## src/rtl/configf_arbiter_if.sv

```systemverilog
// Bundle of requester-side and host-side command signals around configf_arbiter.
// slave = arbiter view, master = requesters/host view.
interface configf_arbiter_if #(
    parameter int unsigned NUM_REQ = 4
);
    logic [NUM_REQ-1:0]    req_cmd_en_in;
    logic [NUM_REQ*8-1:0]  req_addr_in;
    logic [NUM_REQ*16-1:0] req_wrrd_num_in;
    logic [NUM_REQ-1:0]    req_cmd_done_out;
    logic                  req_timeout_out;
    logic                  arb_cmd_en_out;
    logic [7:0]            arb_addr_out;
    logic [15:0]           arb_wrrd_num_out;
    logic                  arb_cmd_done_in;
    logic                  arb_busy_out;
    logic [NUM_REQ-1:0]    arb_grant_out;

    modport slave (
        input  req_cmd_en_in, req_addr_in, req_wrrd_num_in, arb_cmd_done_in,
        output req_cmd_done_out, req_timeout_out, arb_cmd_en_out,
               arb_addr_out, arb_wrrd_num_out, arb_busy_out, arb_grant_out
    );

    modport master (
        output req_cmd_en_in, req_addr_in, req_wrrd_num_in, arb_cmd_done_in,
        input  req_cmd_done_out, req_timeout_out, arb_cmd_en_out,
               arb_addr_out, arb_wrrd_num_out, arb_busy_out, arb_grant_out
    );
endinterface

```

## src/rtl/configf_arbiter.sv

```systemverilog
// Round-robin arbiter sharing the single configf host command port between NUM_REQ requesters.
// One command in flight; done is routed back to its owner, and a lost done is aborted by a watchdog.
module configf_arbiter #(
    parameter int unsigned NUM_REQ        = 4,
    parameter int unsigned TIMEOUT_CYCLES = 65535
) (
    input  logic             clk,
    input  logic             reset,
    configf_arbiter_if.slave bus
);
    localparam int unsigned IDX_W  = $clog2(NUM_REQ);
    localparam int unsigned WDOG_W = $clog2(TIMEOUT_CYCLES + 1);
    localparam int unsigned ADDR_W = 8;
    localparam int unsigned NUM_W  = 16;

    localparam logic [WDOG_W-1:0] WDOG_LIMIT = WDOG_W'(TIMEOUT_CYCLES - 1);
    localparam logic [WDOG_W-1:0] WDOG_MAX   = {WDOG_W{1'b1}};
    localparam logic [IDX_W-1:0]  LAST_RST   = IDX_W'(NUM_REQ - 1);

    typedef enum logic [1:0] {
        S_IDLE  = 2'd0,
        S_ISSUE = 2'd1,
        S_WAIT  = 2'd2,
        S_DONE  = 2'd3
    } state_t;

    state_t              state_q, state_d;
    logic [IDX_W-1:0]    cur_q, cur_d;
    logic [IDX_W-1:0]    last_q, last_d;
    logic [WDOG_W-1:0]   wdog_q, wdog_d;
    logic [ADDR_W-1:0]   addr_q, addr_d;
    logic [NUM_W-1:0]    num_q, num_d;
    logic [NUM_REQ-1:0]  grant_q, grant_d;
    logic [NUM_REQ-1:0]  done_q, done_d;
    logic                cmd_en_q, cmd_en_d;
    logic                timeout_q, timeout_d;
    logic                busy_q, busy_d;
    logic [IDX_W-1:0]    pick_idx;

    // Scan last+NUM_REQ down to last+1 so the lowest offset that is requesting wins.
    function automatic logic [IDX_W-1:0] rr_pick(input logic [NUM_REQ-1:0] req,
                                                 input logic [IDX_W-1:0]   last);
        logic [IDX_W-1:0] sel;
        logic [31:0]      cand;
        sel = last;
        for (int k = NUM_REQ; k >= 1; k--) begin
            cand = (32'(last) + 32'(k)) % NUM_REQ;
            if (req[IDX_W'(cand)]) begin
                sel = IDX_W'(cand);
            end
        end
        return sel;
    endfunction

    always_comb begin
        state_d   = state_q;
        cur_d     = cur_q;
        last_d    = last_q;
        wdog_d    = wdog_q;
        addr_d    = addr_q;
        num_d     = num_q;
        grant_d   = grant_q;
        done_d    = '0;
        cmd_en_d  = 1'b0;
        timeout_d = 1'b0;
        pick_idx  = rr_pick(bus.req_cmd_en_in, last_q);

        case (state_q)
            S_IDLE: begin
                if (|bus.req_cmd_en_in) begin
                    cur_d    = pick_idx;
                    addr_d   = bus.req_addr_in[ADDR_W*32'(pick_idx) +: ADDR_W];
                    num_d    = bus.req_wrrd_num_in[NUM_W*32'(pick_idx) +: NUM_W];
                    grant_d  = NUM_REQ'(1) << pick_idx;
                    cmd_en_d = 1'b1;
                    state_d  = S_ISSUE;
                end
            end
            S_ISSUE: begin
                wdog_d  = '0;
                state_d = S_WAIT;
            end
            S_WAIT: begin
                // A real done beats a watchdog expiry in the same cycle.
                if (bus.arb_cmd_done_in) begin
                    done_d  = grant_q;
                    state_d = S_DONE;
                end else begin
                    wdog_d = (wdog_q == WDOG_MAX) ? wdog_q : wdog_q + WDOG_W'(1);
                    if (wdog_q == WDOG_LIMIT) begin
                        done_d    = grant_q;
                        timeout_d = 1'b1;
                        state_d   = S_DONE;
                    end
                end
            end
            S_DONE: begin
                last_d  = cur_q;
                grant_d = '0;
                state_d = S_IDLE;
            end
            default: state_d = S_IDLE;
        endcase

        busy_d = (state_d != S_IDLE);
    end

    always_ff @(posedge clk) begin
        if (reset) begin
            state_q   <= S_IDLE;
            cur_q     <= '0;
            last_q    <= LAST_RST;
            wdog_q    <= '0;
            addr_q    <= '0;
            num_q     <= '0;
            grant_q   <= '0;
            done_q    <= '0;
            cmd_en_q  <= 1'b0;
            timeout_q <= 1'b0;
            busy_q    <= 1'b0;
        end else begin
            state_q   <= state_d;
            cur_q     <= cur_d;
            last_q    <= last_d;
            wdog_q    <= wdog_d;
            addr_q    <= addr_d;
            num_q     <= num_d;
            grant_q   <= grant_d;
            done_q    <= done_d;
            cmd_en_q  <= cmd_en_d;
            timeout_q <= timeout_d;
            busy_q    <= busy_d;
        end
    end

    assign bus.req_cmd_done_out = done_q;
    assign bus.req_timeout_out  = timeout_q;
    assign bus.arb_cmd_en_out   = cmd_en_q;
    assign bus.arb_addr_out     = addr_q;
    assign bus.arb_wrrd_num_out = num_q;
    assign bus.arb_busy_out     = busy_q;
    assign bus.arb_grant_out    = grant_q;
endmodule
```

## src/flat_wrapper.sv

```systemverilog
// flat-port wrapper written by rule: the top's interface ports become plain ports
module configf_arbiter_flat 
#(
    parameter int unsigned NUM_REQ        = 4,
    parameter int unsigned TIMEOUT_CYCLES = 65535
)
  (clk, reset, bus_req_cmd_en_in, bus_req_addr_in, bus_req_wrrd_num_in, bus_arb_cmd_done_in, bus_req_cmd_done_out, bus_req_timeout_out, bus_arb_cmd_en_out, bus_arb_addr_out, bus_arb_wrrd_num_out, bus_arb_busy_out, bus_arb_grant_out);
  configf_arbiter_if #(.NUM_REQ(NUM_REQ)) bus_i ();
  input  logic clk;
  input  logic reset;
  input wire logic [$bits(bus_i.req_cmd_en_in)-1:0] bus_req_cmd_en_in;
  input wire logic [$bits(bus_i.req_addr_in)-1:0] bus_req_addr_in;
  input wire logic [$bits(bus_i.req_wrrd_num_in)-1:0] bus_req_wrrd_num_in;
  input wire logic [$bits(bus_i.arb_cmd_done_in)-1:0] bus_arb_cmd_done_in;
  output wire logic [$bits(bus_i.req_cmd_done_out)-1:0] bus_req_cmd_done_out;
  output wire logic [$bits(bus_i.req_timeout_out)-1:0] bus_req_timeout_out;
  output wire logic [$bits(bus_i.arb_cmd_en_out)-1:0] bus_arb_cmd_en_out;
  output wire logic [$bits(bus_i.arb_addr_out)-1:0] bus_arb_addr_out;
  output wire logic [$bits(bus_i.arb_wrrd_num_out)-1:0] bus_arb_wrrd_num_out;
  output wire logic [$bits(bus_i.arb_busy_out)-1:0] bus_arb_busy_out;
  output wire logic [$bits(bus_i.arb_grant_out)-1:0] bus_arb_grant_out;
  assign bus_i.req_cmd_en_in = bus_req_cmd_en_in;
  assign bus_i.req_addr_in = bus_req_addr_in;
  assign bus_i.req_wrrd_num_in = bus_req_wrrd_num_in;
  assign bus_i.arb_cmd_done_in = bus_arb_cmd_done_in;
  assign bus_req_cmd_done_out = bus_i.req_cmd_done_out;
  assign bus_req_timeout_out = bus_i.req_timeout_out;
  assign bus_arb_cmd_en_out = bus_i.arb_cmd_en_out;
  assign bus_arb_addr_out = bus_i.arb_addr_out;
  assign bus_arb_wrrd_num_out = bus_i.arb_wrrd_num_out;
  assign bus_arb_busy_out = bus_i.arb_busy_out;
  assign bus_arb_grant_out = bus_i.arb_grant_out;
  configf_arbiter #(.NUM_REQ(NUM_REQ), .TIMEOUT_CYCLES(TIMEOUT_CYCLES)) u_core (.clk(clk), .reset(reset), .bus(bus_i));
endmodule
```

## config.mk

```make
export PLATFORM = sky130hd
export DESIGN_NAME = configf_arbiter_flat
export DESIGN_NICKNAME = d
export VERILOG_FILES = /design/src/rtl/configf_arbiter_if.sv /design/src/rtl/configf_arbiter.sv /design/src/flat_wrapper.sv
export SDC_FILE = /design/constraint.sdc
export NUM_CORES = 1
export LEC_CHECK = 0
export CAP_MARGIN = 40
export CORE_MARGIN = 5
export CORE_UTILIZATION = 47
export CTS_BUF_LIST = sky130_fd_sc_hd__clkbuf_8
export DETAILED_ROUTE_END_ITERATION = 6
export GPL_ROUTABILITY_DRIVEN = 0
export PLACE_DENSITY_LB_ADDON = 0.1
export SYNTH_ARGS = -nofsm -noshare
export SYNTH_HDL_FRONTEND = slang
export SYNTH_SLANG_ARGS = --single-unit
```

## constraint.sdc

```tcl
create_clock -name clk -period 5.95 [get_ports clk]
set_input_delay 1.785 -clock clk [delete_from_list [all_inputs] [get_ports clk]]
set_output_delay 1.785 -clock clk [all_outputs]
set_load 0.01 [all_outputs]
```

Word level (Yosys, flattened, before mapping):

Index checks and enable logic that the tools add are counted.

* bits in registers: 57
* input bits: 103
* output and inout port bits: 35
* word-level logic and storage cells: 69

* add/sub/neg operators: 5
* magnitude comparators: 4
* eq/ne operators: 8
* shifts and indexed selects: 3
* mux-type cells: 25
* bitwise logic cells: 2
* reductions and logical operators: 11

Operators with widths (number)
* $shiftx A64 B7 Y16: 1
* $eq A16 B16 Y1 const B: 2
* $mux W16: 2
* $pmux W16 S2: 1
* $shiftx A32 B6 Y8: 1
* $add A16 B1 Y16 const B: 1
* $mux W2: 7
* $lt A2 B3 Y1 const B: 4
* $mux W4: 3
* $bmux W1 S2: 4
* $pmux W2 S4: 1
* $pmux W4 S2: 1
* $mux W1: 6
* $reduce_bool A2 Y1: 3
* $add A2 B1 Y2 const B: 2
* $add A2 B2 Y2 const B: 2
* $eq A2 B2 Y1 const B: 2
* $ne A2 B2 Y1 const B: 2
* $reduce_and A2 Y1: 2
* $reduce_or A2 Y1: 2
* $reduce_or A4 Y1: 1
* $shl A1 B2 Y4 const A: 1
* $reduce_and A3 Y1: 1
* $reduce_or A3 Y1: 1
* 4 further kinds: 5

Logic depth before layout (Yosys ltp):

Gate-level depths: netlist of run 1.

* depth in word-level cells: 10
* depth in mapped cells: 8
* depth with buffers taken out: 7

Worst setup path before layout of run 1:

Ideal clock, no wire load.

* kind: input port to flip-flop
* start point: input port bus_req_cmd_en_in[0]
* end point: register u_core.num_q[10] (netlist: u_core.bus.arb_wrrd_num_out[10])
* setup time: 125 ps
* data arrival time: 3089 ps
* data required time: 5825 ps
* setup slack: 2736 ps
* cell stages on the path: 7
* path buffers: 2
* path through: o21ai_0 > a21boi_1 > or4_1 > buf_2 > buf_2 > a211oi_1 > a211oi_1

* longest elaborated chain between the ends: 7
* elaborated cells on any way between the ends: 15
* classes of those cells: 1 x shift; 12 x mux; 2 x reduce/logical

RTL lines
* start, declared: RTL line flat_wrapper.sv:11 `input wire logic [$bits(bus_i.req_cmd_en_in)-1:0] bus_req_cmd_en_in;`
* $bmux W1 S2: RTL line configf_arbiter.sv:48 `if (req[IDX_W'(cand)]) begin`
* $mux W1 (implied by the code): RTL line configf_arbiter.sv:48
* $mux W2 (4 in series): RTL line configf_arbiter.sv:48
* $shiftx A64 B7 Y16: RTL line configf_arbiter.sv:73 `num_d = bus.req_wrrd_num_in[NUM_W*32'(pick_idx) +: NUM_W];`
* end signal, assigned: RTL line configf_arbiter.sv:127 `num_q <= num_d;`
* end, declared: RTL line configf_arbiter.sv:32 `logic [NUM_W-1:0] num_q, num_d;`

Parallel ways exist; a longest one is shown, timed or not. The select of a mux whose other input is x is not followed.
A chain may end at the register's enable or synchronous reset.

Final worst setup path of run 1:

* start point: input port bus_req_cmd_en_in[0]
* end point: register u_core.addr_q[5] (netlist: u_core.bus.arb_addr_out[5])

* longest elaborated chain between the ends: 7
* elaborated cells on any way between the ends: 15
* classes of those cells: 1 x shift; 12 x mux; 2 x reduce/logical

RTL lines
* $bmux W1 S2: RTL line configf_arbiter.sv:48
* $mux W1 (implied by the code): RTL line configf_arbiter.sv:48
* $mux W2 (4 in series): RTL line configf_arbiter.sv:48
* $shiftx A32 B6 Y8: RTL line configf_arbiter.sv:72 `addr_d = bus.req_addr_in[ADDR_W*32'(pick_idx) +: ADDR_W];`
* end signal, assigned: RTL line configf_arbiter.sv:126 `addr_q <= addr_d;`
* end, declared: RTL line configf_arbiter.sv:31 `logic [ADDR_W-1:0] addr_q, addr_d;`

Parallel ways exist; a longest one is shown, timed or not. The select of a mux whose other input is x is not followed.

==> results of run 1 <==
-- per-layer routing --
| layer | vias to the layer above | global-route usage | wire, µm |
|---|---|---|---|
| met1 | 1592 | 0.298 | 4150 |
| met5 | - | 0 | 0 |
| li1 | 1692 | - | - |
| met2 | 193 | 0.380 | 4860 |
| met4 | 0 | 0.128 | 393 |
| met3 | 34 | 0.111 | 1160 |
-- state kept, by name (all words and copies together), names as in the netlist --
signal and flops:
u_core.bus.arb_wrrd_num_out 16, u_core.wdog_q 16, u_core.bus.arb_addr_out 8, u_core.bus.arb_grant_out 4
u_core.bus.req_cmd_done_out 4, u_core.cur_q 2, u_core.last_q 2, u_core.state_q 2
u_core.bus.arb_busy_out 1, u_core.bus.arb_cmd_en_out 1, u_core.bus.req_timeout_out 1
-- layout by cell type (no fill, tap or decap), drive strengths merged, types with 2 or more instances in the layout --
| cell | synthesis | final |
|---|---|---|
| a41oi | 2 | 2 |
| nor3 | 7 | 7 |
| nor4 | 5 | 5 |
| xnor2 | 11 | 11 |
| clkinv | 0 | 3 |
| nand2b | 7 | 7 |
| buf | 12 | 7 |
| dfxtp | 57 | 57 |
| and2 | 4 | 4 |
| inv | 32 | 34 |
| and4 | 3 | 3 |
| o21ai | 26 | 26 |
| a21oi | 35 | 35 |
| a31oi | 24 | 24 |
| a211oi | 53 | 53 |
| clkdlybuf4s50 | 0 | 137 |
| nor2 | 20 | 20 |
| a21o | 2 | 2 |
| nand4 | 6 | 6 |
| nand3 | 4 | 4 |
| or3 | 5 | 5 |
| ha | 6 | 6 |
| and3 | 3 | 3 |
| clkbuf | 17 | 11 |
| nand2 | 41 | 41 |
-- area by class of cell --
type,instances,area [µm²],share of cell area
well taps,77,96.3,0.0205
multi-input cells,278,1730,0.368
clock inverters,5,22.5,0.00479
flip-flops and latches,57,1140,0.243
inverters,32,120,0.0255
repair buffers,144,1440,0.306
clock buffers,11,151,0.0322
-- where the power goes --
part,internal (mW),switching [mW]
registers,0.495,0.0642
clock network,0.169,0.155
logic,0.398,0.448
-- how the worst max path moves through the flow --
stage,from,slack [ns],depth (start not counted),endpoint
2_1_floorplan,bus_req_cmd_en_in[0],2.74,7,u_core.bus.arb_wrrd_num_out[10]
6_report,bus_req_cmd_en_in[0],1.96,7,u_core.bus.arb_addr_out[5]
5_1_grt,bus_req_cmd_en_in[0],1.79,7,u_core.bus.arb_addr_out[5]
3_5_place_dp,bus_req_cmd_en_in[0],1.66,7,u_core.bus.arb_addr_out[1]
3_3_place_gp,bus_req_cmd_en_in[3],1.72,6,u_core.bus.arb_grant_out[2]
4_1_cts,bus_req_cmd_en_in[0],2.00,7,u_core.bus.arb_addr_out[1]
-- Yosys cell counts (all sizes together) --
cell | count | area share
and2 | 4 | 0.0081
a2111oi | 1 | 0.0048
a31oi | 24 | 0.048
a22o | 1 | 0.0028
xnor2 | 11 | 0.031
a21oi | 35 | 0.056
ha | 6 | 0.024
nand2b | 7 | 0.017
o211ai | 1 | 0.0024
nand4 | 6 | 0.014
nor2 | 20 | 0.024
o21ai | 26 | 0.042
nor2b | 1 | 0.0020
a21boi | 1 | 0.0024
nand2 | 41 | 0.050
buf | 12 | 0.019
nor3 | 7 | 0.011
a41oi | 2 | 0.0056
nor3b | 1 | 0.0024
mux2 | 1 | 0.0036
mux2i | 1 | 0.0032
nand3 | 4 | 0.0064
dfxtp | 57 | 0.37
o31ai | 1 | 0.0040
a211oi | 53 | 0.13
clkbuf | 17 | 0.021
inv | 32 | 0.039
nor4 | 5 | 0.015
and4 | 3 | 0.0085
or3 | 5 | 0.010
nand3b | 1 | 0.0024
or4 | 1 | 0.0024
a41o | 1 | 0.0032
and3 | 3 | 0.0060
a21o | 2 | 0.0048
a311oi | 1 | 0.0028
o211a | 1 | 0.0032
-- metrics by stage --
stage	setup WS [ns]	area, µm²	util
6_report	1.96	4700	0.736
3_5_place_dp	1.66	4530	0.709
3_3_place_gp	1.72	4500	0.704
5_1_grt	1.79	4700	0.736
4_1_cts	2.00	4700	0.736
2_1_floorplan	2.74	3100	-
-- worst min-delay path, stage by stage, from the launching register on --
cell and delay, ns:
dfxtp_1 0.32, nand2_1 0.06, a21oi_1 0.06
-- cells by family (layout without fill, tap and decap cells) --
| logic type | after synthesis | in the layout | share of synthesized area |
|---|---|---|---|
| buffers and inverters | 61 | 192 | 0.0786 |
| AO/OA/AOI/OAI | 150 | 150 | 0.313 |
| XOR/XNOR | 11 | 11 | 0.0310 |
| AND/OR/NAND/NOR | 109 | 109 | 0.179 |
| adder cells (fa/ha/maj) | 6 | 6 | 0.0242 |
| multiplexers | 2 | 2 | 0.00685 |
| flip-flops | 57 | 57 | 0.368 |
==> metrics.csv, run 1 <==
stage,metric,value,unit
synthesis,yosysWarnings,0,
critical_path,cp_top_family,simple AND/OR/NAND/NOR gates,
floorplan,num_rows,29,
place,placedCellCount,588,
sta,totalNegativeSetupSlack,0,ns
synthesis,synthCells,396,
floorplan,dieArea,8330,µm²
sta,period_minus_slack,3.99,ns
global_route,grt_remaining_overflow,0,
worst_hold_path,min_from,u_core.bus.arb_grant_out[1],
flow_run,cap_violations,0,
critical_path,critPathArrivalTime,4.23,ns
clock_network,clock_sinks,57,
clock_network,post_cts_resize_count,0,
critical_path,timing.critical_path.to_type,flop,
clock_network,clock_path_buffers,2,
clock_network,clock_latency,0.34,ns
synthesis,ys_ff_latch,57,
final_layout,layout-drive-gt1-share,0.0569,
sta,fin_hold_ws,0.483,ns
floorplan,core,6390,µm²
synthesis,syn_area,3100,µm²
critical_path,path_cells,clkdlybuf4s50_1 -> nand2b_1 -> a21o_1 -> buf_4 -> and3_2 -> a211oi_1 -> a211oi_1,
sta,fmax,0.251,GHz
routing,ant_nets,0,
place,dp_hpwl,7680,µm
synthesis,syn-num-nets,505,
critical_path,worst-path-buf-inv,2,
sta,slew_headroom,0.404,
global_route,grt_first_pass_wirelength,17000,µm
sta,drv_slew,0,
synthesis,synth_seq_area_share,0.368,
global_route,grt_max_degree,52,
clock_network,hold_buffers,0,
critical_path,slowest_stage,and3_2,
global_route,antenna_found_initial,0,
floorplan,start_util,0.486,
sta,min_period_over_period,0.671,
power_and_ir_drop,ir_worst_vdd,309,µV
final_layout,finalNonFillerCells,604,
worst_hold_path,hold_depth,2,
global_route,grt_pass1_vias,3533,
routing,drtIter0Drc,147,
worst_hold_path,hp-class,flop to flop,
clock_network,post_cts_buffers,0,
final_layout,area.growth.synth_to_final,51.5,%
status,status,"complete, no violations",
floorplan,io_pins,138,
power_and_ir_drop,p_per_area,368,nW/µm²
critical_path,crit_fanout,51,
sta,setup_viol,0,
sta,worstMarginPinSlew,0.894,ns
sta,finalHoldViolCount,0,
global_route,grt_util_all_layers,0.250,
sta,fin_skew,0.00748,ns
place,port_buffers,137,
final_layout,fill_cells,498,
power_and_ir_drop,total_power,1.73,mW
routing,num_vias,3511,
routing,via_per_inst,5.81,
critical_path,crit_top_cell,a211oi_1,
power_and_ir_drop,leakagePower,1.76,nW
clock_network,htree_levels,3,
routing,wirelength,10600,µm
critical_path,required,6.19,ns
critical_path,crit_path_max_incr_delay,0.85,ns
routing,drt-wirelength-per-cell,17.5,µm
floorplan,die_width,91.3,µm
critical_path,reg2regPathDepth,6,
critical_path,r2r-end,u_core.bus.arb_addr_out[5],
routing,dr.pass1.iters,5,
worst_hold_path,worstHoldEndpoint,u_core.bus.arb_grant_out[1],
synthesis,ys_types,41,
sta,rsz0062_at_grt,no,
critical_path,startpoint_type,input pin,
clock_network,root_buffer,clkbuf_8,
clock_network,cts_buffers,9,
final_layout,nets,631,
floorplan,die_y,91.3,µm
clock_network,path_clk_slew,0.06,ns
clock_network,cts_tree,built,
routing,drt_drc_violations_left,0,
critical_path,criticalPathCategory,input pin to flop,
critical_path,ff2ff_setup_slack,3.52,ns
critical_path,r2r-start,u_core.last_q[1],
final_layout,n_antenna_cell,0,
synthesis,avgSynthCellArea,7.84,µm²
(Power assumes the default switching activity.)
==> run 2, diff against run 1 <==
--- a/config.mk
+++ b/config.mk
@@ -7,7 +7,7 @@
 export LEC_CHECK = 0
 export CAP_MARGIN = 40
 export CORE_MARGIN = 5
-export CORE_UTILIZATION = 47
+export CORE_UTILIZATION = 39
 export CTS_BUF_LIST = sky130_fd_sc_hd__clkbuf_8
 export DETAILED_ROUTE_END_ITERATION = 6
 export GPL_ROUTABILITY_DRIVEN = 0
==> constraint.sdc (replaced) <==
create_clock -name clk -period 3.39 [get_ports clk]
set_input_delay 1.017 -clock clk [delete_from_list [all_inputs] [get_ports clk]]
set_output_delay 1.017 -clock clk [all_outputs]
set_load 0.01 [all_outputs]
==> run 2 against run 1 <==
Effect of this change:
- cell count is 4.8% higher
- sequential cell count stayed put
- largest power group unchanged
- register-to-register slack worse by 2.3 ns
- hold slack worse by 0.014 ns
- sequential power is 75% higher
- via count is 2.5% lower
- critical path depth stayed put
- sequential share of layout area is 0.34 points lower
- clock power is 80% higher
- setup slack worse by 1.4 ns
- critical path type unchanged
- routed wire length is 0.93% lower
==> metrics.csv, run 2 (synthesis gave the netlist of run 1 again) <==
stage,metric,value,unit
final_layout,area.growth.synth_to_final,53.6,%
final_layout,layout-drive-gt1-share,0.0678,
critical_path,criticalPathCategory,input pin to flop,
critical_path,timing.critical_path.to_type,flop,
critical_path,required,3.66,ns
global_route,antenna_found_initial,0,
global_route,grt_remaining_overflow,0,
routing,via_per_inst,5.41,
global_route,grt_pass1_vias,3545,
final_layout,nets,635,
floorplan,dieArea,9840,µm²
power_and_ir_drop,power.internal,1.86,mW
final_layout,final_core_util,0.617,
sta,period_minus_slack,2.84,ns
critical_path,crit_fanout,27,
floorplan,core,7730,µm²
power_and_ir_drop,combPwrFrac,0.482,
power_and_ir_drop,p_per_area,633,nW/µm²
power_and_ir_drop,clkPwrFrac,0.193,
power_and_ir_drop,ir_worst_vdd,290,µV
sta,min_period_over_period,0.837,
power_and_ir_drop,p_sw,1.16,mW
status,status,"complete, no violations",
clock_network,hold_buffers,0,
routing,num_vias,3423,
routing,dr.pass1.iters,4,
clock_network,htree_levels,3,
clock_network,cts_buffers,9,
sta,drv_slew,0,
sta,setup_viol,0,
sta,finalHoldViolCount,0,
place,dp_hpwl,7580,µm
sta,worstMarginPinSlew,0.549,ns
floorplan,io_pins,138,
clock_network,clock_path_buffers,2,
power_and_ir_drop,leakagePower,1.77,nW
power_and_ir_drop,switching_share,0.383,
routing,drt-wirelength-per-cell,16.5,µm
floorplan,die_width,99.2,µm
clock_network,root_buffer,clkbuf_8,
final_layout,final_common_cell,clkdlybuf4s50_1,
flow_run,cap_violations,0,
sta,fin_skew,0.0110,ns
clock_network,post_cts_buffers,0,
clock_network,path_clk_slew,0.07,ns
global_route,grt_first_pass_wirelength,16900,µm
sta,totalNegativeSetupSlack,0,ns
final_layout,final_cell_mix,"137 x clkdlybuf4s50_1, 57 x dfxtp_1, 52 x a211oi_1, 41 x nand2_1, 35 x a21oi_1",
clock_network,post_cts_resize_count,0,
clock_network,clock_sinks,57,
clock_network,clock_latency,0.33,ns
routing,ant_nets,0,
sta,slew_headroom,0.632,
floorplan,die_y,99.2,µm
clock_network,cts_tree,built,
place,port_buffers,137,
global_route,grt_max_degree,36,
floorplan,start_util,0.402,
final_layout,n_antenna_cell,0,
floorplan,num_rows,32,
routing,drt_drc_violations_left,0,
critical_path,critPathArrivalTime,3.11,ns
critical_path,startpoint_type,input pin,
sta,rsz0062_at_grt,no,
power_and_ir_drop,seqPwrFrac,0.325,
global_route,grt_util_all_layers,0.214,
sta,fmax,0.353,GHz
routing,wirelength,10500,µm
routing,drtIter0Drc,127,
worst_hold_path,hp-class,flop to flop,
run 2: final cells by class:
class,instances,area (µm²)
clock buffers,11,151
clock inverters,5,30.0
fillers,703,2960
inverters,32,120
multi-input cells,278,1730
flip-flops and latches,57,1140
well taps,102,128
repair buffers,148,1470
run 2: critical path, stage by stage:
cell and delay [ns]:
clkdlybuf4s50_1 0.47, o21ai_0 0.24, a21boi_1 0.15, or4_1 0.51, buf_4 0.25, or3_1 0.33
a21oi_1 0.14
run 2: through the flow:
| step | hold slack (ns) | total power [mW] | std cells | worst slack [ns] | instance area (µm²) |
|---|---|---|---|---|---|
| after floorplan | 0.436 | 1.74 | 396 | 0.944 | 3100 |
| after global placement | 0.456 | 2.43 | 617 | 0.297 | 4590 |
| after detailed placement | 0.455 | 2.45 | 617 | 0.225 | 4590 |
| after CTS | 0.468 | 3.05 | 633 | 0.575 | 4770 |
| after global routing | 0.493 | 3.23 | 633 | 0.397 | 4770 |
| final | 0.469 | 3.02 | 633 | 0.554 | 4770 |
run 2: power by group through the flow:
stage	Clock, mW	Combinational (mW)	Sequential, mW
2_1_floorplan	0	0.683	1.05
3_3_place_gp	0	1.45	0.986
3_5_place_dp	0	1.46	0.994
4_1_cts	0.596	1.47	0.985
5_1_grt	0.625	1.59	1.01
6_report	0.582	1.45	0.982
run 2: final timing paths:
path                                          to                  from  cells past startpoint  slack (ns)
setup / recovery     u_core.bus.arb_grant_out[2]  bus_req_cmd_en_in[0]                      7        0.55
setup reg to reg  u_core.bus.req_cmd_done_out[0]      u_core.wdog_q[4]                      5        1.20
hold reg to reg                  u_core.cur_q[1]       u_core.cur_q[1]                      2        0.47
hold / removal                   u_core.cur_q[1]       u_core.cur_q[1]                      2        0.47
run 2: routing by layer:
metal  vias to the layer above  share of wire  GRT usage
li1                       1701              -          -
met1                      1570           0.41      0.241
met2                       135           0.48      0.361
met3                        17          0.088     0.0736
met4                         0          0.024      0.103
met5                         -              0          0
==> run 3, diff against run 2 <==
--- a/config.mk
+++ b/config.mk
@@ -7,7 +7,7 @@
 export LEC_CHECK = 0
 export CAP_MARGIN = 40
 export CORE_MARGIN = 5
-export CORE_UTILIZATION = 39
+export CORE_UTILIZATION = 43
 export CTS_BUF_LIST = sky130_fd_sc_hd__clkbuf_8
 export DETAILED_ROUTE_END_ITERATION = 6
 export GPL_ROUTABILITY_DRIVEN = 0
==> constraint.sdc (replaced) <==
create_clock -name clk -period 3 [get_ports clk]
set_input_delay 0.9 -clock clk [delete_from_list [all_inputs] [get_ports clk]]
set_output_delay 0.9 -clock clk [all_outputs]
set_load 0.01 [all_outputs]
==> run 3 against run 2 <==
Effect of this change:
- non-clock buffer count up 3
- setup slack got worse by 0.26 ns
- sequential share of layout area shrank 0.46 points
- routed wire length up 2.4%
- count of clock-buffer cells in the layout unchanged
- via count rose by 2.6%
- largest power group unchanged
- design area up 1.9%
- power up 22%
- critical endpoint is now u_core.bus.arb_addr_out[0]
- critical path depth did not move
==> metrics.csv, run 3 (synthesis gave the netlist of run 1 again) <==
stage,metric,value,unit
routing,dr.pass1.iters,6,
clock_network,path_clk_slew,0.07,ns
critical_path,reg2regPathDepth,7,
floorplan,num_rows,31,
sta,period_minus_slack,2.71,ns
floorplan,core,7140,µm²
critical_path,r2r-end,u_core.bus.arb_grant_out[0],
sta,fin_skew,0.00768,ns
global_route,grt_pass1_vias,3533,
clock_network,cts_tree,built,
clock_network,clock_sinks,57,
critical_path,required,3.22,ns
routing,num_vias,3511,
clock_network,clock_latency,0.34,ns
critical_path,startpoint_type,input pin,
routing,ant_nets,0,
power_and_ir_drop,total_power,3.68,mW
critical_path,timing.critical_path.to_type,flop,
final_layout,layout-drive-gt1-share,0.0712,
worst_hold_path,min_from,u_core.cur_q[1],
final_layout,nets,638,
sta,finalHoldViolCount,0,
place,port_buffers,137,
critical_path,crit_fanout,8,
routing,drt-wirelength-per-cell,16.9,µm
floorplan,die_y,95.0,µm
sta,drv_slew,0,
clock_network,hold_buffers,0,
sta,fmax,0.369,GHz
global_route,grt_util_all_layers,0.244,
routing,via_per_inst,5.55,
clock_network,post_cts_buffers,0,
floorplan,die_width,95.0,µm
final_layout,n_antenna_cell,0,
critical_path,critPathArrivalTime,2.92,ns
status,status,"complete, no violations",
flow_run,cap_violations,0,
place,place_area,4630,µm²
floorplan,dieArea,9020,µm²
clock_network,root_buffer,clkbuf_8,
power_and_ir_drop,ir_worst_vdd,352,µV
global_route,grt_max_degree,50,
final_layout,final_core_util,0.681,
place,place_ws,-0.0306,ns
power_and_ir_drop,leakagePower,1.82,nW
global_route,antenna_found_initial,0,
final_layout,final_cell_mix,"137 x clkdlybuf4s50_1, 57 x dfxtp_1, 52 x a211oi_1, 41 x nand2_1, 35 x a21oi_1",
sta,min_period_over_period,0.903,
worst_hold_path,hold_depth,2,
clock_network,post_cts_resize_count,0,
sta,rsz0062_at_grt,no,
critical_path,ff2ff_setup_slack,0.76,ns
worst_hold_path,worstHoldEndpoint,u_core.cur_q[1],
place,placedCellCount,617,
sta,slew_headroom,0.583,
power_and_ir_drop,p_per_area,757,nW/µm²
worst_hold_path,hp-class,flop to flop,
floorplan,io_pins,138,
place,dp_hpwl,7780,µm
global_route,grt_first_pass_wirelength,17200,µm
floorplan,start_util,0.435,
sta,setup_viol,0,
global_route,grt_remaining_overflow,0,
routing,wirelength,10700,µm
sta,worstMarginPinSlew,0.625,ns
final_layout,finalNonFillerCells,633,
final_layout,final_area,4860,µm²
final_layout,final_common_cell,clkdlybuf4s50_1,
sta,fin_ws,0.292,ns
critical_path,r2r-start,u_core.state_q[0],
final_layout,area.growth.synth_to_final,56.6,%
routing,drt_drc_violations_left,0,
routing,drtIter0Drc,149,
clock_network,clock_path_buffers,2,
critical_path,criticalPathCategory,input pin to flop,
clock_network,htree_levels,3,
clock_network,cts_buffers,9,
-- run 3: layout make-up --
cell class | count | area (µm²)
Fill cell | 614 | 2280
Multi-Input combinational cell | 278 | 1730
Timing Repair Buffer | 151 | 1510
Sequential cell | 57 | 1140
Clock buffer | 11 | 151
Tap cell | 99 | 124
Inverter | 32 | 120
Clock inverter | 5 | 78.8
-- run 3: worst max-delay path by stage --
| stage | startpoint | to | slack, ns | depth (start not counted) |
|---|---|---|---|---|
| floorplan | bus_req_cmd_en_in[0] | u_core.bus.arb_wrrd_num_out[10] | 0.67 | 7 |
| global placement | bus_req_cmd_en_in[0] | u_core.bus.arb_wrrd_num_out[11] | 0.09 | 7 |
| detailed placement | bus_req_cmd_en_in[1] | u_core.bus.arb_addr_out[0] | -0.03 | 7 |
| CTS | bus_req_cmd_en_in[0] | u_core.bus.arb_addr_out[0] | 0.31 | 7 |
| global route | bus_req_cmd_en_in[0] | u_core.bus.arb_addr_out[0] | 0.21 | 7 |
| finish | bus_req_cmd_en_in[1] | u_core.bus.arb_addr_out[0] | 0.29 | 7 |
-- run 3: power breakdown --
part	leakage [nW]	switching (mW)	internal (mW)
sequential	0.468	0.126	0.982
clock	0.113	0.323	0.510
combinational	1.24	0.896	0.840
-- run 3: worst max-delay path: stages --
cell and delay (ns):
clkdlybuf4s50_1 0.48, o21ai_0 0.21, a21boi_1 0.14, or4_1 0.63
buf_4 0.22, a211oi_1 0.26, a211oi_1 0.08
-- run 3: layer usage --
metal | up-vias | routed length (µm) | share of wire | GRT usage
met5 | - | 0 | 0 | 0
li1 | 1703 | - | - | -
met3 | 20 | 1280 | 0.12 | 0.0892
met4 | 0 | 222 | 0.021 | 0.105
met2 | 183 | 5130 | 0.48 | 0.406
met1 | 1605 | 4090 | 0.38 | 0.281
-- run 3: per-stage QoR --
stage          hold slack [ns]  setup TNS [ns]
2_1_floorplan            0.436               0
3_3_place_gp             0.449               0
3_5_place_dp             0.451         -0.0306
4_1_cts                  0.461               0
5_1_grt                  0.478               0
6_report                 0.460               0
